==> config.mk <==
export PLATFORM = sky130hd
export DESIGN_NAME = fact_req_seq
export DESIGN_NICKNAME = d
export VERILOG_FILES = /design/src/rtl/fact_req_seq.sv
export SDC_FILE = /design/constraint.sdc
export NUM_CORES = 1
export LEC_CHECK = 0
export BUFFER_PORTS_ARGS = -buffer_cell sky130_fd_sc_hd__buf_4
export CORE_ASPECT_RATIO = 1.4
export CORE_MARGIN = 4
export CORE_UTILIZATION = 50
export DETAILED_ROUTE_END_ITERATION = 10
export PLACE_DENSITY = 0.72
export SLEW_MARGIN = 10
export SYNTH_ARGS = -nofsm -noshare
export SYNTH_HDL_FRONTEND = slang
export SYNTH_SLANG_ARGS = --single-unit
==> constraint.sdc <==
create_clock -name clk -period 4.4 [get_ports clk]
set_input_delay 0.44 -clock clk [delete_from_list [all_inputs] [get_ports clk]]
set_output_delay 0.44 -clock clk [all_outputs]
set_load 0.01 [all_outputs]
==> src/rtl/fact_req_seq.sv <==
// Request sequencer around the iterative factorial core: buffers n values in a FIFO.
// It resolves n=0 and n>MAX_N locally and runs the core for the rest. Each result goes back tagged.
module fact_req_seq #(
  parameter int N_WIDTH   = 8,
  parameter int FN_WIDTH  = 32,
  parameter int TAG_WIDTH = 4,
  parameter int DEPTH     = 4,
  parameter int MAX_N     = 12
) (
  input  logic                 clk,
  input  logic                 rst,
  input  logic                 i_req_valid,
  output logic                 o_req_ready,
  input  logic [N_WIDTH-1:0]   i_req_n,
  input  logic [TAG_WIDTH-1:0] i_req_tag,
  output logic                 o_resp_valid,
  input  logic                 i_resp_ready,
  output logic [FN_WIDTH-1:0]  o_resp_fn,
  output logic                 o_resp_ovf,
  output logic [TAG_WIDTH-1:0] o_resp_tag,
  output logic                 o_core_start,
  output logic [N_WIDTH-1:0]   o_core_n,
  input  logic                 i_core_done,
  input  logic [FN_WIDTH-1:0]  i_core_fn,
  output logic [2:0]           o_dbg_state
);

  localparam int AW = $clog2(DEPTH);
  localparam logic [AW:0] CNT_FULL = (AW+1)'(DEPTH);
  localparam logic [N_WIDTH-1:0] N_MAX = N_WIDTH'(MAX_N);

  typedef enum logic [2:0] {
    IDLE      = 3'd0,
    ISSUE     = 3'd1,
    WAIT_BUSY = 3'd2,
    WAIT_DONE = 3'd3,
    RESP      = 3'd4
  } state_t;

  // Handshakes: a transfer happens on any rising clk edge where valid and ready are both high;
  // a producer holds valid and its payload stable until that edge.

  state_t               r_state;
  logic [N_WIDTH-1:0]   r_fifo_n   [DEPTH];
  logic [TAG_WIDTH-1:0] r_fifo_tag [DEPTH];
  logic [AW-1:0]        r_wr_ptr;
  logic [AW-1:0]        r_rd_ptr;
  logic [AW:0]          r_count;
  logic [N_WIDTH-1:0]   r_n_reg;
  logic [TAG_WIDTH-1:0] r_tag_reg;
  logic                 r_core_start;
  logic                 r_resp_valid;
  logic [FN_WIDTH-1:0]  r_resp_fn;
  logic                 r_resp_ovf;
  logic [TAG_WIDTH-1:0] r_resp_tag;

  logic                 w_push;
  logic                 w_pop;
  logic                 w_empty;
  logic [N_WIDTH-1:0]   w_head_n;
  logic [TAG_WIDTH-1:0] w_head_tag;
  logic                 w_head_zero;
  logic                 w_head_big;

  // Ready looks only at the registered count, never at a same-cycle pop.
  assign o_req_ready = !rst && (r_count != CNT_FULL);
  assign w_push      = i_req_valid && o_req_ready;
  assign w_empty     = (r_count == '0);
  assign w_head_n    = r_fifo_n[r_rd_ptr];
  assign w_head_tag  = r_fifo_tag[r_rd_ptr];
  assign w_head_zero = (w_head_n == '0);
  assign w_head_big  = (w_head_n > N_MAX);

  always_comb begin
    w_pop = 1'b0;
    if (r_state == IDLE && !w_empty)
      w_pop = w_head_zero || w_head_big || i_core_done;
  end

  always_ff @(posedge clk) begin
    if (rst) begin
      r_wr_ptr <= '0;
      r_rd_ptr <= '0;
      r_count  <= '0;
    end else begin
      if (w_push) begin
        r_fifo_n[r_wr_ptr]   <= i_req_n;
        r_fifo_tag[r_wr_ptr] <= i_req_tag;
        r_wr_ptr             <= r_wr_ptr + AW'(1);
      end
      if (w_pop)
        r_rd_ptr <= r_rd_ptr + AW'(1);
      case ({w_push, w_pop})
        2'b10:   r_count <= r_count + (AW+1)'(1);
        2'b01:   r_count <= r_count - (AW+1)'(1);
        default: r_count <= r_count;
      endcase
    end
  end

  always_ff @(posedge clk) begin
    if (rst) begin
      r_state      <= IDLE;
      r_n_reg      <= '0;
      r_tag_reg    <= '0;
      r_core_start <= 1'b0;
      r_resp_valid <= 1'b0;
      r_resp_fn    <= '0;
      r_resp_ovf   <= 1'b0;
      r_resp_tag   <= '0;
    end else begin
      r_core_start <= 1'b0;
      case (r_state)
        IDLE: begin
          if (w_pop) begin
            if (w_head_zero || w_head_big) begin
              r_resp_fn    <= w_head_zero ? FN_WIDTH'(1) : '0;
              r_resp_ovf   <= w_head_big;
              r_resp_tag   <= w_head_tag;
              r_resp_valid <= 1'b1;
              r_state      <= RESP;
            end else begin
              r_n_reg      <= w_head_n;
              r_tag_reg    <= w_head_tag;
              r_core_start <= 1'b1;
              r_state      <= ISSUE;
            end
          end
        end
        ISSUE:     r_state <= WAIT_BUSY;
        WAIT_BUSY: if (!i_core_done) r_state <= WAIT_DONE;
        WAIT_DONE: begin
          if (i_core_done) begin
            r_resp_fn    <= i_core_fn;
            r_resp_ovf   <= 1'b0;
            r_resp_tag   <= r_tag_reg;
            r_resp_valid <= 1'b1;
            r_state      <= RESP;
          end
        end
        RESP: begin
          if (i_resp_ready) begin
            r_resp_valid <= 1'b0;
            r_state      <= IDLE;
          end
        end
        default: r_state <= IDLE;
      endcase
    end
  end

  assign o_core_start = r_core_start;
  assign o_core_n     = r_n_reg;
  assign o_resp_valid = r_resp_valid;
  assign o_resp_fn    = r_resp_fn;
  assign o_resp_ovf   = r_resp_ovf;
  assign o_resp_tag   = r_resp_tag;
  assign o_dbg_state  = r_state;

endmodule

==> results of run 1 <==
layer usage:
metal  GRT usage [%]  vias up  share of wire [%]
li1                -     1524                  -
met1            23.3     1466                 41
met2            30.1       93                 50
met3            3.41       18                6.3
met4            8.51        0                2.5
met5               0        -                  0
critical path, cell delays in order, from the launching register on:
cell and delay (ps):
dfxtp_1 710, mux4_2 650, nor4_4 480, a2111oi_2 140, nor2_1 140, ha_1 190, inv_1 60, fa_1 370
xor2_1 150, or3_1 310, a21oi_1 170
logic make-up after synthesis:
| kind of cell | after synthesis |
|---|---|
| adders and majority gates | 6 |
| DFF | 111 |
| AOI/OAI and AO/OA | 40 |
| buffers and inverters | 29 |
| muxes | 47 |
| and+or+nand+nor | 129 |
| xor gates and xnor gates | 3 |
worst paths after layout:
path	to	cells after the start
min reg2reg	o_resp_fn[16]	2
max	r_count[2]	10
min	r_fifo_n[2][7]	1
max reg2reg	r_count[2]	10
where the power goes:
| group | internal (mW) | switching, mW |
|---|---|---|
| registers | 1.15 | 0.0846 |
| clock network | 0.506 | 0.370 |
| logic | 0.355 | 0.395 |
placed cells by master (no fill, tap or decap), types with 3 or more instances in the layout:
| cell | instances |
|---|---|
| and3_1 | 4 |
| nor4b_1 | 3 |
| clkbuf_16 | 9 |
| nand3_1 | 32 |
| buf_4 | 102 |
| inv_1 | 7 |
| a311oi_1 | 4 |
| a211oi_1 | 8 |
| mux2i_1 | 39 |
| dfxtp_1 | 63 |
| edfxtp_1 | 48 |
| nand2_1 | 44 |
| ha_1 | 5 |
| nor3_1 | 5 |
| a21oi_1 | 8 |
| mux4_2 | 6 |
| and2_1 | 5 |
| or3_1 | 3 |
| clkinv_4 | 3 |
| nor2_1 | 23 |
cell type report:
cell class                      instances  area [sq um]
Clock buffer                            9           225
Timing Repair Buffer                  102           766
Clock inverter                          7           104
Sequential cell                       111          2700
Tap cell                              105           131
Inverter                                8          30.0
Multi-Input combinational cell        225          1640
Fill cell                             671          3110
through the flow:
stage               cell area [sq um]  utilization (%)  cells  total power, mW  setup slack, ps
floorplan                        4500                -    365             1.89             1500
global placement                 5270             60.5    551             1.99             1100
detailed placement               5270             60.5    551             2.01              963
CTS                              5600             64.3    567             2.89              913
global route                     5600             64.3    567             3.01              714
finish                           5600             64.3    567             2.86              954
==> flow_summary_export.csv, run 1 <==
group,metric,value,unit
yosys,yosys_warnings,0,
yosys,synth_xor_area_share,0.583,%
yosys,synth_fa_ha_area_share,1.83,%
cells_and_area,layout-drive-gt1-share,29.0,%
timing,fin_crit_sh,78.3,%
global_route,grt_pass1_wl,15100,um
timing,tns,0,ps
worst_hold_path,holdCritPathClass,"in -> reg",
worst_setup_path,crit_fanout,12,
timing,setup_violations,0,
cells_and_area,nets,512,
clock_tree,clk_path_buf_depth,2,
yosys,ys.flop_type,"dfxtp_1",
die,io_pins,100,
yosys,synth_most_common_cell,"dfxtp_1",
drt,routedWlPerCell,16.6,um
place,dpl.hpwl,6710,um
timing,min_period,3450,ps
die,start_util,51.7,%
drt,drt-pass1-iter-count,4,
clock_tree,clk_latency,350,ps
power_and_ir_drop,cellLeakagePower,2.23,nW
yosys,synth_edf_count,48,
worst_hold_path,min_from,"i_req_n[7]",
worst_setup_path,worstPathArrival,3720,ps
clock_tree,clock-sinks,111,
global_route,antenna_found_initial,0,
die,chipWidth,88.2,um
timing,tightest_slew,927,ps
yosys,ys_types,49,
clock_tree,ctsResizeCount,0,
die,die_area,10600,sq um
timing,grt_setup_unrepaired,"no",
job,drv_cap,0,
yosys,synth_area_leaders,"edfxtp_1 (32%), dfxtp_1 (28%), mux2i_1 (8.7%)",
yosys,synth-seq-area-share,60.0,%
drt,drt-vias-per-instance,5.47,
clock_tree,clk_pin_slew,70,ps
timing,whs,288,ps
cells_and_area,synthToLayoutAreaGrowth,24.4,%
global_route,grt_usage,18.4,%
drt,drt-initial-drc-count,169,
yosys,ys_ff_latch,111,
worst_setup_path,critPathKind,"reg -> reg",
clock_tree,cts_tree,"yes",
yosys,yosysTopAreaCellShare,32.0,%
yosys,yosys.area.top_type,"edfxtp_1",
place,io_buffers,99,
yosys,synth_commonest_cells,"dfxtp_1 (63), edfxtp_1 (48), nand2_1 (44)",
drt,drc_errors,0,
yosys,synth-simple-area-share,14.0,%
yosys,synth_cells,365,
yosys,synth_area,4500,sq um
worst_setup_path,cp-end-kind,"flop",
timing,maxSlewHeadroom,37.7,%
yosys,postSynthAreaPerCell,12.3,sq um
global_route,grt_max_degree,64,
clock_tree,cts_hold_buf,0,
yosys,synthArstFlopShare,0,%
timing,slew_viol_final,0,
cells_and_area,n_antenna_cell,0,
global_route,grt_pass1_vias,3055,
die,std_cell_rows,40,
timing,fmax,290,MHz
worst_setup_path,r2r_slack,950,ps
yosys,synth_top_family_by_area,"simple AND/OR/NAND/NOR gates",
drt,ant_nets,0,
drt,via_count,3101,
yosys,synth_compound_area_share,7.00,%
clock_tree,cts_made_buffers,9,
yosys,synthMuxAreaShare,12.8,%
clock_tree,cts-root-buf,"clkbuf_16",
timing,fin_skew,6.85,ps
yosys,synth_fp_nets,420,
worst_setup_path,cp-start-kind,"flop",
clock_tree,cts_setup_buffers,0,
place,place.gp.congestion,0.796,
clock_tree,cts_htree_levels,3,
timing,hold_violations,0,
global_route,gr-total-overflow,0,
outcome,status,"finished, final reports clean",
die,core_area,8710,sq um
die,die_y,120,um
power_and_ir_drop,powerDensity,511,nW/um^2
drt,routed_wl,9410,um
worst_setup_path,worstPathRequired,4670,ps
power_and_ir_drop,vdd_ir_drop_max,327,uV
No activity file was read; power rests on OpenSTA's default activity.
==> run 2: changes to the inputs <==
Clock period 4.4 ns to 3.3 ns, I/O delays scaled along.
==> run 2 against run 1 <==
  * Sequential power up 31%
  * Critical path depth unchanged
  * Routed wire length up 0.76%
  * Via count up 0.45%
  * Non-clock buffer count up 6
  * Worst setup slack worse by 610 ps
  * Count of clock-buffer cells in the layout unchanged
  * Die area unchanged
  * Final area about the same
  * Largest cell class unchanged
  * Total power up 29%
  * First-iteration DRC count up 14%
==> flow_summary_export.csv, run 2 (same netlist as run 1, synthesis figures left out) <==
group,metric,value,unit
timing,finalWorstSetupSlack,342,ps
clock_tree,clock-sinks,111,
global_route,grt_usage,18.4,%
global_route,grt_pass1_vias,3068,
worst_hold_path,holdCritPathClass,"in -> reg",
die,die_area,10600,sq um
cells_and_area,regArea,2700,sq um
drt,drt-pass1-iter-count,4,
worst_setup_path,worstPathArrival,3240,ps
place,place_ws,318,ps
timing,fin_crit_sh,89.6,%
power_and_ir_drop,vdd_ir_drop_max,404,uV
timing,setup_violations,0,
timing,whs,183,ps
clock_tree,clk_latency,350,ps
cells_and_area,fillCellCount,700,
worst_hold_path,min_from,"i_req_n[3]",
global_route,gr-total-overflow,0,
worst_setup_path,crit_fanout,5,
global_route,antenna_found_initial,0,
place,io_buffers,99,
die,die_y,120,um
place,place.gp.congestion,0.758,
worst_setup_path,cp-start-kind,"flop",
cells_and_area,layout-drive-gt1-share,29.7,%
clock_tree,cts-root-buf,"clkbuf_16",
cells_and_area,mostFrequentLayoutCell,"buf_4",
timing,maxSlewHeadroom,38.4,%
clock_tree,cts_setup_buffers,0,
global_route,grt_max_degree,64,
clock_tree,cts_htree_levels,3,
timing,tightest_slew,916,ps
clock_tree,clk_path_buf_depth,2,
clock_tree,ctsResizeCount,0,
power_and_ir_drop,powerDensity,660,nW/um^2
cells_and_area,mostFrequentLayoutCells,"buf_4 (108), dfxtp_1 (63), edfxtp_1 (48)",
cells_and_area,synthToLayoutAreaGrowth,24.3,%
drt,routedWlPerCell,16.6,um
die,core_area,8710,sq um
drt,drt-initial-drc-count,193,
timing,tns,0,ps
timing,fin_skew,6.46,ps
die,chipWidth,88.2,um
drt,via_count,3115,
timing,slew_viol_final,0,
cells_and_area,multiInputGateArea,1640,sq um
cells_and_area,n_antenna_cell,0,
clock_tree,cts_made_buffers,9,
drt,ant_nets,0,
timing,min_period,2960,ps
timing,grt_setup_unrepaired,"no",
outcome,status,"finished, final reports clean",
clock_tree,clk_pin_slew,70,ps
job,drv_cap,0,
clock_tree,cts_tree,"yes",
worst_setup_path,cp-end-kind,"flop",
worst_setup_path,worstPathRequired,3580,ps
die,start_util,51.7,%
clock_tree,cts_hold_buf,0,
drt,routed_wl,9480,um
timing,fmax,338,MHz
die,io_pins,100,
die,std_cell_rows,40,
drt,drc_errors,0,
cells_and_area,utilization,64.3,%
worst_setup_path,critPathKind,"reg -> reg",
timing,hold_violations,0,
place,dpl.hpwl,6960,um
global_route,grt_pass1_wl,15200,um
drt,drt-vias-per-instance,5.44,
cells_and_area,nets,518,
power_and_ir_drop,cellLeakagePower,2.23,nW
-- run 2: cell count changes in the layout (fill, tap and decap cells not counted) --
cell        delta
clkinv_1       +1
inv_8          +1
clkinvlp_4     +2
clkinv_4       -2
bufinv_16      -2
buf_4          +6
-- run 2: area by class of cell --
cell class / instances / share of cell area (%)
Tap cell: 105 / 2.35
Timing Repair Buffer: 108 / 14.5
Sequential cell: 111 / 48.3
Inverter: 8 / 0.536
Multi-Input combinational cell: 225 / 29.3
Clock inverter: 7 / 1.01
Clock buffer: 9 / 4.02
-- run 2: power breakdown --
| part | switching (mW) | internal (mW) |
|---|---|---|
| clock | 0.501 | 0.522 |
| sequential | 0.0933 | 1.54 |
| combinational | 0.549 | 0.493 |
-- run 2: final timing paths --
check,end,slack (ps),cells after the start
hold reg to reg,o_resp_fn[29],460,2
setup / recovery,r_count[2],340,10
setup reg to reg,r_count[2],340,10
hold / removal,r_fifo_n[1][3],180,1
-- run 2: worst max-delay path, stage by stage (launching register included) --
cell	delay, ps
dfxtp_1	480
mux4_2	610
nor4_4	360
a2111oi_2	90
nor2_1	130
ha_1	190
inv_1	60
fa_1	370
xor2_1	170
or3_1	310
a21oi_1	130
-- run 2: layer usage --
layer	up-vias	GRT usage, %	wire [um]
li1	1535	-	-
met1	1474	22.8	3910
met2	92	31.2	4780
met3	14	4.29	642
met4	0	6.43	153
met5	-	0	0
-- run 2: stage by stage --
step | instances | total power, mW | cell area, sq um
after floorplan | 365 | 2.51 | 4500
after global placement | 557 | 2.67 | 5320
after detailed placement | 557 | 2.70 | 5320
after CTS | 573 | 3.72 | 5600
after global routing | 573 | 3.88 | 5600
final | 573 | 3.69 | 5600
==> run 3: changes to the inputs <==
Settings changed: CTS_CLUSTER_SIZE set to 8, PLACE_DENSITY 0.72 to 0.75.
==> run 3 against run 2 <==
  * Cell count fell by 0.35%
  * Die area unchanged
  * Fmax shrank 0.86%
  * Non-clock buffer count down 2
  * Flip-flop and latch count is the same
  * Register-to-register slack worse by 30 ps
  * Count of clock-buffer cells in the layout is 2 higher
  * Sequential power hardly changed
  * Largest cell class unchanged
  * Largest power group unchanged
  * Highest routed layer unchanged
==> flow_summary_export.csv, run 3 (same netlist as run 1, synthesis figures left out) <==
group,metric,value,unit
global_route,grtUsageMet1,23.3,%
clock_tree,cts_htree_levels,3,
die,core_area,8710,sq um
global_route,use_met2,29.5,%
power_and_ir_drop,comb_power_share,28.3,%
cells_and_area,layout-drive-gt1-share,29.0,%
outcome,status,"finished, final reports clean",
cells_and_area,mostFrequentLayoutCell,"buf_4",
worst_setup_path,r2r-end,"r_count[2]",
timing,tightest_slew,911,ps
power_and_ir_drop,clock_power_share,27.8,%
cells_and_area,fillCellCount,709,
timing,slew_viol_final,0,
timing,finalWorstSetupSlack,316,ps
die,chipWidth,88.2,um
worst_setup_path,r2r_slack,320,ps
worst_hold_path,hold_depth,1,
drt,routedWlPerCell,16.7,um
drt,drt-vias-per-instance,5.50,
worst_setup_path,reg2reg_depth,10,
clock_tree,clk_pin_slew,70,ps
drt,drt-pass1-iter-count,4,
place,io_buffers,99,
place,place_area,5310,sq um
cells_and_area,stdcell_area,5600,sq um
drt,drt-initial-drc-count,153,
worst_setup_path,cp-end-kind,"flop",
cells_and_area,nets,516,
power_and_ir_drop,cellLeakagePower,2.24,nW
die,start_util,51.7,%
global_route,gr-usage-met3,6.00,%
worst_setup_path,worstPathRequired,3580,ps
clock_tree,cts_made_buffers,9,
drt,drc_errors,0,
timing,maxSlewHeadroom,39.2,%
power_and_ir_drop,p_seq_share,43.9,%
die,std_cell_rows,40,
cells_and_area,mostFrequentLayoutCells,"buf_4 (105), dfxtp_1 (63), edfxtp_1 (48)",
place,place_ws,324,ps
cells_and_area,instances_no_fill,571,
die,die_area,10600,sq um
timing,min_period,2980,ps
clock_tree,cts_hold_buf,0,
clock_tree,ctsResizeCount,0,
power_and_ir_drop,internal_power,2.62,mW
timing,grt_setup_unrepaired,"no",
worst_setup_path,critPathCapture,"r_count[2]",
timing,fin_skew,9.47,ps
die,io_pins,100,
place,place.gp.congestion,0.773,
drt,via_count,3139,
timing,tns,0,ps
global_route,grt_max_degree,64,
worst_setup_path,cp-start-kind,"flop",
global_route,top_usage_layer,"met2",
place,place_inst,555,
clock_tree,cts-root-buf,"clkbuf_16",
clock_tree,cts_tree,"yes",
cells_and_area,multiInputGateArea,1640,sq um
power_and_ir_drop,p_switching,1.10,mW
global_route,gr-total-overflow,0,
clock_tree,cts_setup_buffers,0,
job,drv_cap,0,
worst_setup_path,worstPathArrival,3260,ps
global_route,grt_pass1_vias,3110,
cells_and_area,synthToLayoutAreaGrowth,24.3,%
clock_tree,clk_latency,350,ps
timing,fmax,335,MHz
worst_hold_path,holdCritPathClass,"in -> reg",
global_route,grt_usage,18.7,%
cells_and_area,regArea,2700,sq um
drt,ant_nets,0,
die,die_y,120,um
power_and_ir_drop,powerDensity,666,nW/um^2
place,dpl.hpwl,7000,um
timing,setup_violations,0,
cells_and_area,n_antenna_cell,0,
power_and_ir_drop,vdd_ir_drop_max,505,uV
timing,fin_crit_sh,90.4,%
clock_tree,clk_path_buf_depth,2,
global_route,grt_pass1_wl,15200,um
clock_tree,clock-sinks,111,
drt,routed_wl,9540,um
worst_setup_path,critPathKind,"reg -> reg",
timing,hold_violations,0,
global_route,antenna_found_initial,0,
power_and_ir_drop,swShare,29.5,%
worst_setup_path,crit_fanout,5,
## run 3: changes by cell type in the layout (fill, tap and decap cells not counted), moves of 2 or more
cell,change
buf_4,-3
clkinvlp_4,-2
clkbuf_1,+2
clkinv_2,+3
inv_6,-2
## run 3: worst min path at each step
stage                 startpoint               end
floorplan             i_req_n[0]    r_fifo_n[0][0]
global placement     o_core_n[5]       o_core_n[5]
detailed placement   o_core_n[6]       o_core_n[6]
CTS                   i_req_n[7]    r_fifo_n[1][7]
global route          i_req_n[6]    r_fifo_n[1][6]
finish              i_req_tag[0]  r_fifo_tag[2][0]
## run 3: per-layer routing
metal  wire length (um)  up-vias
li1                   -     1531
met1               3880     1489
met2               4690      100
met3                744       19
met4                225        0
met5                  0        -
## run 3: critical path: stages (launching register included)
cell and delay [ps]:
dfxtp_1 500, mux4_2 610, nor4_4 360, a2111oi_2 90, nor2_1 130, ha_1 180
inv_1 60, fa_1 370, xor2_1 160, or3_1 320, a21oi_1 140
## run 3: area by class of cell
type | instances | area share [%]
clock buffer | 11 | 4.16
tap | 105 | 2.35
clock inverter | 5 | 0.872
timing repair buffer | 106 | 14.4
multi-input combinational | 225 | 29.3
sequential | 111 | 48.3
inverter | 8 | 0.537
## run 3: stage by stage
step           util (%)  power, mW  hold WS (ps)
5_1_grt            64.3       3.92           168
6_report           64.3       3.73           178
2_1_floorplan         -       2.51           429
3_5_place_dp       61.0       2.72           452
3_3_place_gp       61.0       2.69           445
4_1_cts            64.3       3.75           172
## run 3: power by group through the flow
stage	clock [mW]	combinational [mW]	sequential (mW)
2_1_floorplan	0	0.881	1.63
3_3_place_gp	0	1.03	1.66
3_5_place_dp	0	1.05	1.66
4_1_cts	1.06	1.06	1.63
5_1_grt	1.13	1.14	1.65
6_report	1.04	1.06	1.63
